<file path="config.mk">
export PLATFORM = sky130hd
export DESIGN_NAME = load_store_unit
export DESIGN_NICKNAME = d
export VERILOG_FILES = /design/src/rtl/load_store_unit.sv
export SDC_FILE = /design/constraint.sdc
export NUM_CORES = 1
export LEC_CHECK = 0
export CAP_MARGIN = 0
export CORE_ASPECT_RATIO = 0.8
export CORE_MARGIN = 5
export CORE_UTILIZATION = 40
export CTS_BUF_LIST = sky130_fd_sc_hd__clkbuf_4 sky130_fd_sc_hd__clkbuf_8 sky130_fd_sc_hd__clkbuf_16
export CTS_CLUSTER_DIAMETER = 200
export DETAILED_ROUTE_END_ITERATION = 12
export MAX_ROUTING_LAYER = met4
export PLACE_DENSITY = 0.77
export RECOVER_POWER = 50
export SLEW_MARGIN = 15
export SYNTH_ARGS = -nofsm -noshare
export SYNTH_HDL_FRONTEND = slang
export SYNTH_SLANG_ARGS = --single-unit
</file>
<file path="constraint.sdc">
create_clock -name clk -period 1.9 [get_ports clk]
set_input_delay 0.38 -clock clk [delete_from_list [all_inputs] [get_ports clk]]
set_output_delay 0.38 -clock clk [all_outputs]
set_load 0.05 [all_outputs]
</file>
<file path="src/rtl/load_store_unit.sv">
// load_store_unit: single-outstanding data-memory access with alignment checks, lane steering and load extension
module load_store_unit #(
  parameter int TIMEOUT = 16,
  parameter int CNT_W = 5
) (
  input  logic        clk,
  input  logic        rst,
  input  logic        req_valid,
  input  logic        mem_read,
  input  logic        mem_write,
  input  logic [1:0]  size,
  input  logic        ld_signed,
  input  logic [31:0] addr,
  input  logic [31:0] wdata,
  output logic        stall,
  output logic        done,
  output logic [31:0] rdata,
  output logic        addr_err,
  output logic        bus_err,
  output logic        dm_req,
  output logic        dm_we,
  output logic [3:0]  dm_be,
  output logic [31:0] dm_addr,
  output logic [31:0] dm_wdata,
  input  logic        dm_ack,
  input  logic [31:0] dm_rdata
);
  typedef enum logic [1:0] {IDLE, ACCESS, RESP} state_t;
  state_t state, state_n;
  logic [CNT_W-1:0] cnt;
  logic rd, sgn;
  logic [1:0] sz, off;
  logic op_ok, bad, timeout;
  logic [3:0] be_n;
  logic [31:0] wd_n, ext;
  logic [7:0] byte_v;
  logic [15:0] half_v;
  // request decode, lane steering, load extension and next state
  always_comb begin
    op_ok = req_valid && (mem_read ^ mem_write);
    bad = size == 2'b11 || (size == 2'b01 && addr[0]) || (size == 2'b00 && addr[1:0] != 2'b00);
    timeout = !dm_ack && cnt == CNT_W'(TIMEOUT - 1);
    be_n = size == 2'b00 ? 4'b1111 : size == 2'b01 ? (addr[1] ? 4'b1100 : 4'b0011) : 4'b0001 << addr[1:0];
    wd_n = size == 2'b00 ? wdata : size == 2'b01 ? {2{wdata[15:0]}} : {4{wdata[7:0]}};
    byte_v = dm_rdata[8*off +: 8];
    half_v = dm_rdata[16*off[1] +: 16];
    ext = sz == 2'b00 ? dm_rdata : sz == 2'b01 ? {{16{sgn & half_v[15]}}, half_v} : {{24{sgn & byte_v[7]}}, byte_v};
    state_n = state;
    state_n = state == IDLE ? (op_ok && !bad ? ACCESS : IDLE) :
              state == ACCESS ? (dm_ack ? RESP : timeout ? IDLE : ACCESS) : IDLE;
  end
  // state register
  always_ff @(posedge clk)
    state <= rst ? IDLE : state_n;
  // registered outputs, latched request fields and timeout counter
  always_ff @(posedge clk) begin
    if (rst) begin
      stall <= 1'b0;
      done <= 1'b0;
      rdata <= '0;
      addr_err <= 1'b0;
      bus_err <= 1'b0;
      dm_req <= 1'b0;
      dm_we <= 1'b0;
      dm_be <= '0;
      dm_addr <= '0;
      dm_wdata <= '0;
      cnt <= '0;
      rd <= 1'b0;
      sgn <= 1'b0;
      sz <= '0;
      off <= '0;
    end else begin
      done <= 1'b0;
      addr_err <= 1'b0;
      bus_err <= 1'b0;
      case (state)
        IDLE: if (op_ok) begin
          if (bad) addr_err <= 1'b1;
          else begin
            dm_req <= 1'b1;
            stall <= 1'b1;
            cnt <= '0;
            dm_we <= mem_write;
            dm_be <= be_n;
            dm_addr <= {addr[31:2], 2'b00};
            dm_wdata <= wd_n;
            rd <= mem_read;
            sgn <= ld_signed;
            sz <= size;
            off <= addr[1:0];
          end
        end
        ACCESS: if (dm_ack) begin
          dm_req <= 1'b0;
          if (rd) rdata <= ext;
        end else if (timeout) begin
          dm_req <= 1'b0;
          bus_err <= 1'b1;
          stall <= 1'b0;
        end else cnt <= cnt + 1'b1;
        RESP: begin
          done <= 1'b1;
          stall <= 1'b0;
        end
        default: ;
      endcase
    end
  end
endmodule
</file>
### Word level (Yosys, flattened, before mapping)

Cells that the tools add are included.

| storage, ports and cells | value |
|---|---|
| register bits | 117 |
| input bits | 105 |
| output and inout bits | 106 |
| logic and storage cells | 88 |

| operators by class | value |
|---|---|
| $add $sub $neg | 1 |
| equality and inequality tests | 12 |
| shifts and indexed selects | 3 |
| mux-type cells | 27 |
| bitwise gates (word level) | 7 |
| reduce and logical (&&, ||, !) cells | 22 |

Operator list:

| cell | count |
|---|---|
| $mux W32 | 4 |
| $shiftx A32 B6 Y16 | 1 |
| $shiftx A32 B6 Y8 | 1 |
| $mux W5 | 4 |
| $mux W4 | 3 |
| $mux W1 | 10 |
| $ne A2 B2 Y1 const B | 5 |
| $pmux W5 S2 | 1 |
| $reduce_and A5 Y1 | 2 |
| $eq A2 B1 Y1 const B | 3 |
| $logic_not A2 Y1 | 3 |
| $mux W2 | 3 |
| $reduce_and A3 Y1 | 2 |
| $reduce_or A3 Y1 | 2 |
| $add A5 B1 Y5 const B | 1 |
| $eq A5 B4 Y1 const B | 1 |
| $logic_and A1 B1 Y1 | 5 |
| $eq A2 B2 Y1 const B | 2 |
| $not A1 Y1 | 4 |
| $reduce_and A4 Y1 | 1 |
| $reduce_bool A2 Y1 | 2 |
| $shl A1 B2 Y4 const A | 1 |
| $ne A3 B3 Y1 const B | 1 |
| $pmux W1 S3 | 1 |
| 6 further kinds | 9 |

### Longest topological paths before layout

Gate-level depths: netlist of run 1.

| logic depth | value |
|---|---|
| depth in word-level cells | 8 |
| gate-level depth with buffers | 8 |
| gate-level depth less buffers | 7 |

### Worst setup path after synthesis of run 1

No wires, ideal clock.

| path | value |
|---|---|
| path type | register to register |
| start | register cnt[0] |
| end | register cnt[1] |
| library setup time | 0.070 ns |
| arrival | 1.943 ns |
| setup slack | -0.113 ns |
| stages on the path, launching flop included | 8 |
| cells stage by stage | dfxtp_1 > ha_1 > and3_1 > ha_1 > o21ai_0 > o21ai_0 > or4_1 > a21oi_1 |

| on the way | value |
|---|---|
| longest elaborated chain between the ends | 4 |
| elaborated cells on any way between the ends | 8 |
| those cells by class | add/sub (1); eq/ne (2); mux (3); reduce/logical (2) |

RTL lines:

| what | line | source |
|---|---|---|
| start: declaration | 30 | `logic [CNT_W-1:0] cnt;` |
| start signal: assignment | 101 | `end else cnt <= cnt + 1'b1;` |
| $add A5 B1 Y5 or $eq A5 B4 Y1 (tied branches) | 101, 42 |  |
| $mux W5 or $logic_and A1 B1 Y1 (tied branches) | 97, 42 |  |
| $mux W5 or $ne A2 B2 Y1 (tied branches) | - |  |
| $pmux W5 S2 or $reduce_and A5 Y1 (tied branches) | - |  |

Parallel ways exist; a longest one is shown, timed or not. The select of a mux whose other input is x is not followed.
A chain may end at the register's enable or synchronous reset.

### Worst setup path in the final report of run 1

| path | value |
|---|---|
| start | input dm_rdata[31] |
| end | register rdata[15] |

| on the way | value |
|---|---|
| longest elaborated chain between the ends | 4 |
| elaborated cells on any way between the ends | 5 |
| those cells by class | shift (2); mux (2); bitwise (1) |

RTL lines:

| what | line | source |
|---|---|---|
| start: declaration | 26 | `input logic [31:0] dm_rdata` |
| $shiftx A32 B6 Y8 | 45 | `byte_v = dm_rdata[8*off +: 8];` |
| $and A1 B1 Y1 | 47 | `ext = sz == 2'b00 ? dm_rdata : sz == 2'b01 ? {{16{sgn & half_v[15]}}, half_v} : {{24{sgn & byte_v[7]}}, byte_v ...` |
| $mux W32 (*) (2 in series) | 47 |  |
| end signal: assignment | 96 | `if (rd) rdata <= ext;` |
| end: declaration | 17 | `output logic [31:0] rdata,` |

Mark *: on every way between the ends. The rest lies on a longest branch, timed or not.

==> out/qor.yml, run 1 <==
status: "completed"
setup_violations: 0
ys.flop_type: "dfxtp_1"
peakVddDrop_mv: 0.663
areaGrowthSynthToFinish_pct: 54.0
portBuffers: 208
ioPinCount: 211
netlist_area_mm2: 0.00548
stdcell_count: 1074
worstSetupPathType: "in -> reg"
ys_types: 51
hpwl_um: 13400
endpoint_kind: "register"
maxSlewViolCount: 0
clockRootBuffer: "clkbuf_16"
cts.sinks: 117
fp.dieH_um: 115
p_leak_nw: 3.26
die_width_um: 141
maxCapViolations: 0
dr_wl_met3_um: 1720
clkSlewWorstSetupHoldPaths_ns: 0.05
syn_inst: 656
synth_common_cells: "dfxtp_1 (117), a21oi_1 (107), o21ai_0 (75)"
synth_top_area_cell: "dfxtp_1"
min_path_type: "in -> reg"
fin_nets: 993
synth_top_area_frac: 0.427
fill_cells: 1210
grt_overflow_total: 0
antenna_found_initial: 0
postRouteAntennaNets: 0
crit_path_max_incr_delay_ns: 0.54
crit_family: "buffers and inverters"
critPathSlowestCell: "mux4_2"
synth_most_common_cell: "dfxtp_1"
firstDrtPassIters: 5
min_period_ns: 1.84
worstPathCellList: "clkdlybuf4s50_1 -> mux4_2 -> a311oi_4 -> buf_4 -> nor2b_1 -> nor4_1"
die_area_mm2: 0.0162
clock_latency_ns: 0.40
syn_avg_cell_area_um2: 8.36
finClkSkew_ns: 0.00596
htreeDepth: 4
vias: 5906
async_reset_ff_frac: 0
drc: 0
core-area_mm2: 0.0135
fin_area_mm2: 0.00844
wl_met2_um: 8930
finalWeightedCongestion: 0.842
dpl-instance-area_mm2: 0.00807
slew_headroom: 0.534
tightestPinTransition_ns: 0.702
drive_gt1_frac: 0.139
wl_per_cell_um: 17.6
dp.cells: 1041
fmax_mhz: 544
via_per_inst: 5.50
initial_utilization: 0.406
top_layer: "met4"
power_density_mw_per_mm2: 830
hold_viol_final: 0
cts_tree: "yes"
drtIter0Drc: 526
grt_usage: 0.234
critPathLaunchType: "primary input"
ys_seq_area_frac: 0.427
yosys_register_bits: 117
cts_buffers: 17
period_share: 0.968
synth_area_leaders: "dfxtp_1 (43%), a21oi_1 (9.8%), o21ai_0 (6.8%)"
critPathArrivalTime_ns: 2.12
fin_ws_ns: 0.0603
worst-path-max-fanout: 4
cts.path.max_buffers: 2
antenna_cells: 0
wl_met1_um: 7980
grt_pass1_vias: 5742
wirelength_um: 18900
place_ws_ns: -0.380
path_buf_inv: 2
required_ns: 2.18
grt_max_degree: 47
rows: 38
synth_edf_count: 0
yosysWarnings: 0
grt_pass1_wl_um: 29800
## where the power goes
group / switching (mW) / internal (mW)
Clock: 1.12 / 2.05
Combinational: 0.753 / 0.513
Sequential: 0.0425 / 2.53
Total: 1.92 / 5.09
## path summary, 6_finish.rpt
check | slack, ns | cells past startpoint | startpoint | endpoint
setup / recovery | 0.06 | 6 | dm_rdata[31] | rdata[15]$_SDFFE_PP0P_
hold / removal | 0.44 | 2 | rst | cnt[1]$_SDFFE_PP0P_
setup reg to reg | 0.07 | 7 | cnt[0]$_SDFFE_PP0P_ | cnt[1]$_SDFFE_PP0P_
hold reg to reg | 0.45 | 2 | rdata[7]$_SDFFE_PP0P_ | rdata[7]$_SDFFE_PP0P_
## metrics by stage
stage,TNS [ns],util,power (mW),hold WS (ns)
after floorplan,0,-,3.29,0.444
after global placement,-14.93,0.598,3.93,0.446
after detailed placement,-16.34,0.598,3.94,0.447
after CTS,0,0.637,7.08,0.416
after global routing,-0.0228,0.625,7.26,0.441
final,0,0.625,7.01,0.438
## registers in the layout, summed over array words and instances, names as in the netlist
signal	count
bus_err	1
sgn	1
rd	1
addr_err	1
dm_be	4
off	2
dm_wdata	32
stall	1
rdata	32
state	2
cnt	5
dm_addr	30
dm_we	1
sz	2
dm_req	1
done	1
## placed cells by master (no fill, tap or decap), types with 3 or more instances in the layout
master / count
dlygate4sd2_1: 62
o21ai_0: 73
nor4b_4: 6
buf_4: 53
dfxtp_1: 117
ha_2: 3
clkbuf_1: 44
clkbuf_16: 17
nor3b_1: 3
clkinvlp_4: 3
a21oi_1: 107
mux2i_1: 17
nor3_1: 16
nor4_1: 3
clkinv_2: 4
nand3_1: 54
inv_1: 5
ha_1: 3
clkdlybuf4s50_1: 103
a2111oi_0: 3
buf_12: 13
a211oi_1: 24
a311oi_1: 17
nor2_1: 38
o31ai_1: 4
nand4_1: 4
and3_1: 4
nor2b_1: 7
clkbuf_8: 3
nand2_1: 24
nand2b_1: 14
o21ai_1: 6
## cell type report
type | instances | area (um2) | share of cell area
multi-input combinational | 466 | 2870 | 0.340
clock inverter | 9 | 103 | 0.0122
clock buffer | 22 | 482 | 0.0571
sequential | 117 | 2340 | 0.277
inverter | 5 | 18.8 | 0.00222
timing repair buffer | 275 | 2400 | 0.284
tap | 180 | 225 | 0.0267
## cell families after synthesis
logic type,synth area share
other,0.000684
AO/OA/AOI/OAI,0.273
flip-flops,0.427
multiplexers,0.0372
XOR/XNOR,0.00160
AND/OR/NAND/NOR,0.188
buffers and inverters,0.0591
adder cells (fa/ha/maj),0.0137
## what timing repair did
action                     4_1_cts  5_1_grt
cloned                           0        0
setup buffers                    2        0
setup endpoints to repair       70       27
hold buffers                     0        0
resized for setup               64        8
pin swaps                        1        1
## routing by layer
| metal | vias to the layer above | global-route usage |
|---|---|---|
| met1 | 2790 | 0.298 |
| met3 | 19 | 0.0714 |
| met5 | - | - |
| li1 | 2846 | - |
| met4 | 0 | 0.0568 |
| met2 | 251 | 0.365 |
Note: power is estimated with default switching activity, not from simulation.
==> run 2, diff against run 1 <==
--- a/config.mk
+++ b/config.mk
@@ -13,7 +13,7 @@
 export CTS_CLUSTER_DIAMETER = 200
 export DETAILED_ROUTE_END_ITERATION = 12
 export MAX_ROUTING_LAYER = met4
-export PLACE_DENSITY = 0.77
+export PLACE_DENSITY = 0.74
 export RECOVER_POWER = 50
 export SLEW_MARGIN = 15
 export SYNTH_ARGS = -nofsm -noshare
==> constraint.sdc (replaced) <==
create_clock -name clk -period 2.33 [get_ports clk]
set_input_delay 0.466 -clock clk [delete_from_list [all_inputs] [get_ports clk]]
set_output_delay 0.466 -clock clk [all_outputs]
set_load 0.005 [all_outputs]
==> out/qor.yml, run 2 (same netlist as run 1, synthesis figures left out) <==
status: "completed"
min_path_type: "in -> reg"
dpl-instance-area_mm2: 0.00789
firstDrtPassIters: 5
antenna_found_initial: 0
min_period_ns: 2.11
areaGrowthSynthToFinish_pct: 55.3
rsz0062_at_grt: "no"
dp.cells: 1014
cts.path.max_buffers: 2
fin_ws_ns: 0.219
critPathSlowestCell: "dlygate4sd3_1"
finClkSkew_ns: 0.0115
worstPathCellList: "dlygate4sd3_1 -> mux4_2 -> a311oi_4 -> o21ai_1 -> nor4b_4"
maxCapViolations: 0
crit_family: "compound AO/OA/AOI/OAI gates"
path_buf_inv: 1
fin_nets: 964
hpwl_um: 13300
fp.dieH_um: 115
cts.sinks: 117
clkSlewWorstSetupHoldPaths_ns: 0.05
hold_viol_final: 0
endpoint_kind: "register"
cts_resized: 0
finalWeightedCongestion: 0.884
post_cts_buffers: 0
portBuffers: 208
postRouteAntennaNets: 0
crit_path_max_incr_delay_ns: 0.58
multi_input_area_mm2: 0.00284
fmax_mhz: 474
required_ns: 2.61
grt_max_degree: 57
holdBufCountCts: 0
die_area_mm2: 0.0162
cts_buffers: 17
grt_pass1_wl_um: 29200
drtIter0Drc: 467
setup_violations: 0
drc: 0
htreeDepth: 4
via_per_inst: 5.57
rows: 38
fill_cells: 1107
p_leak_nw: 3.27
final_cell_mix: "dfxtp_1 (117), a21oi_1 (107), clkdlybuf4s50_1 (105), dlygate4sd3_1 (102), o21ai_0 (75)"
worstSetupPathType: "in -> reg"
peakVddDrop_mv: 0.512
stdcell_count: 1046
regArea_mm2: 0.00234
clockRootBuffer: "clkbuf_16"
die_width_um: 141
reg_top3: "dm_wdata (32), rdata (32), dm_addr (30)"
wirelength_um: 18600
critPathLaunchType: "primary input"
cts_tree: "yes"
whs_ns: 0.421
tightestPinTransition_ns: 0.549
slew_headroom: 0.625
period_share: 0.906
fin_area_mm2: 0.00852
worst-path-max-fanout: 8
power_density_mw_per_mm2: 667
final_common_cell: "dfxtp_1"
antenna_cells: 0
clock_latency_ns: 0.42
initial_utilization: 0.406
grt_overflow_total: 0
drive_gt1_frac: 0.103
grt_pass1_vias: 5674
vias: 5829
grt_usage: 0.230
core-area_mm2: 0.0135
place_ws_ns: -0.105
timing.setup.tns_ns: 0
maxSlewViolCount: 0
ioPinCount: 211
critPathArrivalTime_ns: 2.39
wl_per_cell_um: 17.8
run 2: cell types whose count changed in the layout (fill, tap and decap cells not counted), sizes merged:
cell,before,now
dlygate4sd2,62,0
clkbuf,66,23
dlygate4sd3,0,102
bufinv,2,4
clkinvlp,3,1
buf,66,38
clkdlybuf4s50,103,105
clkinv,4,5
run 2: final timing paths:
check | end | startpoint | cells after the start | slack, ns
setup / recovery | rdata[9]$_SDFFE_PP0P_ | dm_rdata[15] | 5 | 0.22
hold / removal | dm_addr[31]$_SDFFE_PP0P_ | rst | 2 | 0.42
setup reg to reg | cnt[1]$_SDFFE_PP0P_ | cnt[0]$_SDFFE_PP0P_ | 7 | 0.27
hold reg to reg | rdata[7]$_SDFFE_PP0P_ | rdata[7]$_SDFFE_PP0P_ | 2 | 0.46
run 2: final cells by class:
type                            count  area share
Inverter                            5     0.00220
Multi-Input combinational cell    466       0.334
Clock buffer                       22      0.0558
Sequential cell                   117       0.275
Clock inverter                     10      0.0179
Tap cell                          180      0.0264
Timing Repair Buffer              246       0.289
run 2: power by group:
| part | internal (mW) | switching (mW) | total [mW] |
|---|---|---|---|
| Combinational | 0.399 | 0.398 | 0.797 |
| Sequential | 2.07 | 0.0386 | 2.10 |
| Clock | 1.87 | 0.908 | 2.78 |
| Total | 4.33 | 1.34 | 5.68 |
run 2: routing by layer:
metal	vias up	GRT usage	wire length [um]	share of wire
met5	-	-	0	0
met2	248	0.369	8830	0.47
met3	18	0.0697	1560	0.084
li1	2797	-	-	-
met1	2766	0.286	8070	0.43
met4	0	0.0568	160	0.0086
run 2: metrics by stage:
step,util,power (mW)
CTS,0.631,5.73
detailed placement,0.585,2.95
finish,0.631,5.68
floorplan,-,2.49
global placement,0.585,2.94
global route,0.631,5.88
==> run 3, diff against run 2 <==
--- a/config.mk
+++ b/config.mk
@@ -6,14 +6,16 @@
 export NUM_CORES = 1
 export LEC_CHECK = 0
 export CAP_MARGIN = 0
+export CELL_PAD_IN_SITES_DETAIL_PLACEMENT = 1
+export CELL_PAD_IN_SITES_GLOBAL_PLACEMENT = 2
 export CORE_ASPECT_RATIO = 0.8
 export CORE_MARGIN = 5
-export CORE_UTILIZATION = 40
+export CORE_UTILIZATION = 26
 export CTS_BUF_LIST = sky130_fd_sc_hd__clkbuf_4 sky130_fd_sc_hd__clkbuf_8 sky130_fd_sc_hd__clkbuf_16
 export CTS_CLUSTER_DIAMETER = 200
 export DETAILED_ROUTE_END_ITERATION = 12
 export MAX_ROUTING_LAYER = met4
-export PLACE_DENSITY = 0.74
+export PLACE_DENSITY_LB_ADDON = 0.1
 export RECOVER_POWER = 50
 export SLEW_MARGIN = 15
 export SYNTH_ARGS = -nofsm -noshare
==> out/qor.yml, run 3 (same netlist as run 1, synthesis figures left out) <==
antenna_found_initial: 1
hold_viol_final: 0
htreeDepth: 4
grt_pass1_vias: 6189
r2r_start: "off[1]$_SDFFE_PP0P_"
postRouteAntennaNets: 0
cts_resized: 0
cts.path.max_buffers: 2
wl_per_cell_um: 19.3
rows: 47
tightestPinTransition_ns: 0.654
min_period_ns: 2.10
initial_utilization: 0.265
portBuffers: 208
critPathLaunchType: "register"
fmax_mhz: 477
ioPinCount: 211
min_path_type: "reg -> reg"
slew_headroom: 0.564
setup_violations: 0
r2r_setup_slack_ns: 0.23
clock_latency_ns: 0.41
maxCapViolations: 0
wirelength_um: 22000
post_cts_buffers: 0
rsz0062_at_grt: "no"
via_per_inst: 5.01
clkSlewWorstSetupHoldPaths_ns: 0.06
critPathArrivalTime_ns: 2.39
holdBufCountCts: 0
worstSetupPathType: "reg -> reg"
drc: 0
fp.dieH_um: 140
vias: 5712
clockRootBuffer: "clkbuf_16"
reg_top3: "dm_wdata (32), rdata (32), dm_addr (30)"
min_to: "rdata[7]$_SDFFE_PP0P_"
fin_area_mm2: 0.00863
finalWeightedCongestion: 0.818
status: "completed"
endpoint_kind: "register"
areaGrowthSynthToFinish_pct: 57.4
dpl-instance-area_mm2: 0.00810
worst-path-max-fanout: 8
drtIter0Drc: 254
die_width_um: 172
final_cell_mix: "dfxtp_1 (117), a21oi_1 (107), clkdlybuf4s50_1 (104), dlygate4sd3_1 (103), o21ai_0 (75)"
cts.sinks: 117
finClkSkew_ns: 0.00746
grt_overflow_total: 0
required_ns: 2.63
die_area_mm2: 0.0241
cts_buffers: 17
cts_tree: "yes"
core-area_mm2: 0.0207
power_density_mw_per_mm2: 622
p_leak_nw: 3.27
peakVddDrop_mv: 0.385
drive_gt1_frac: 0.106
total_power_mw: 5.37
firstDrtPassIters: 4
hpwl_um: 16000
grt_pass1_wl_um: 34700
final_common_cell: "dfxtp_1"
hold_depth: 2
reg2regPathDepth: 4
grt_usage: 0.187
maxSlewViolCount: 0
period_share: 0.900
fin_nets: 968
timing.rr.end: "rdata[10]$_SDFFE_PP0P_"
hp-start: "rdata[7]$_SDFFE_PP0P_"
critPathLaunch: "off[1]$_SDFFE_PP0P_"
grt_max_degree: 52
## run 3: changes by cell type in the layout (fill, tap and decap cells not counted), moves of 2 or more
cell,change
buf_12,+5
bufinv_16,-4
clkinvlp_4,+3
buf_4,-2
## run 3: per-stage QoR
stage	util	TNS, ns	cells	setup WS, ns	hold slack (ns)
floorplan	-	0	657	0.317	0.444
global placement	0.391	-0.000818	1107	-0.000818	0.452
detailed placement	0.391	-1.06	1107	-0.0863	0.462
CTS	0.417	0	1138	0.230	0.470
global route	0.417	0	1139	0.0697	0.492
finish	0.417	0	1139	0.233	0.459
## run 3: metal layers
layer	up-vias	GRT usage	routed length [um]
li1	2799	-	-
met2	143	0.290	10400
met5	-	-	0
met1	2757	0.239	9950
met3	13	0.0598	1530
met4	0	0.0405	142
## run 3: layout make-up
| type | count | area, um2 |
|---|---|---|
| clock inverters | 9 | 55.1 |
| well taps | 269 | 337 |
| diodes | 1 | 2.50 |
| inverters | 5 | 18.8 |
| clock buffers | 22 | 482 |
| flip-flops and latches | 117 | 2340 |
| repair buffers | 250 | 2550 |
| fillers | 2420 | 12100 |
| multi-input cells | 466 | 2840 |
## run 3: worst max path at each step
stage,endpoint,slack (ns),cells past startpoint
2_1_floorplan,cnt[1]$_SDFFE_PP0P_,0.32,7
3_3_place_gp,dm_addr[16]$_SDFFE_PP0P_,-0.0008,8
3_5_place_dp,rdata[10]$_SDFFE_PP0P_,-0.09,5
4_1_cts,rdata[10]$_SDFFE_PP0P_,0.23,4
5_1_grt,rdata[1]$_SDFFE_PP0P_,0.07,6
6_report,rdata[10]$_SDFFE_PP0P_,0.23,4
## run 3: worst max-delay path, cell delays in order, from the launching register on
cell and delay, ns:
dfxtp_1 0.54, mux4_2 0.61, a311oi_4 0.49, o21ai_1 0.17, nor4b_4 0.16
## run 3: report_power, final
| group | switching, mW | internal (mW) | total, mW | leakage, nW |
|---|---|---|---|---|
| Clock | 0.972 | 1.45 | 2.42 | 0.260 |
| Combinational | 0.425 | 0.424 | 0.848 | 2.06 |
| Sequential | 0.0359 | 2.06 | 2.10 | 0.948 |
| Total | 1.43 | 3.94 | 5.37 | 3.27 |
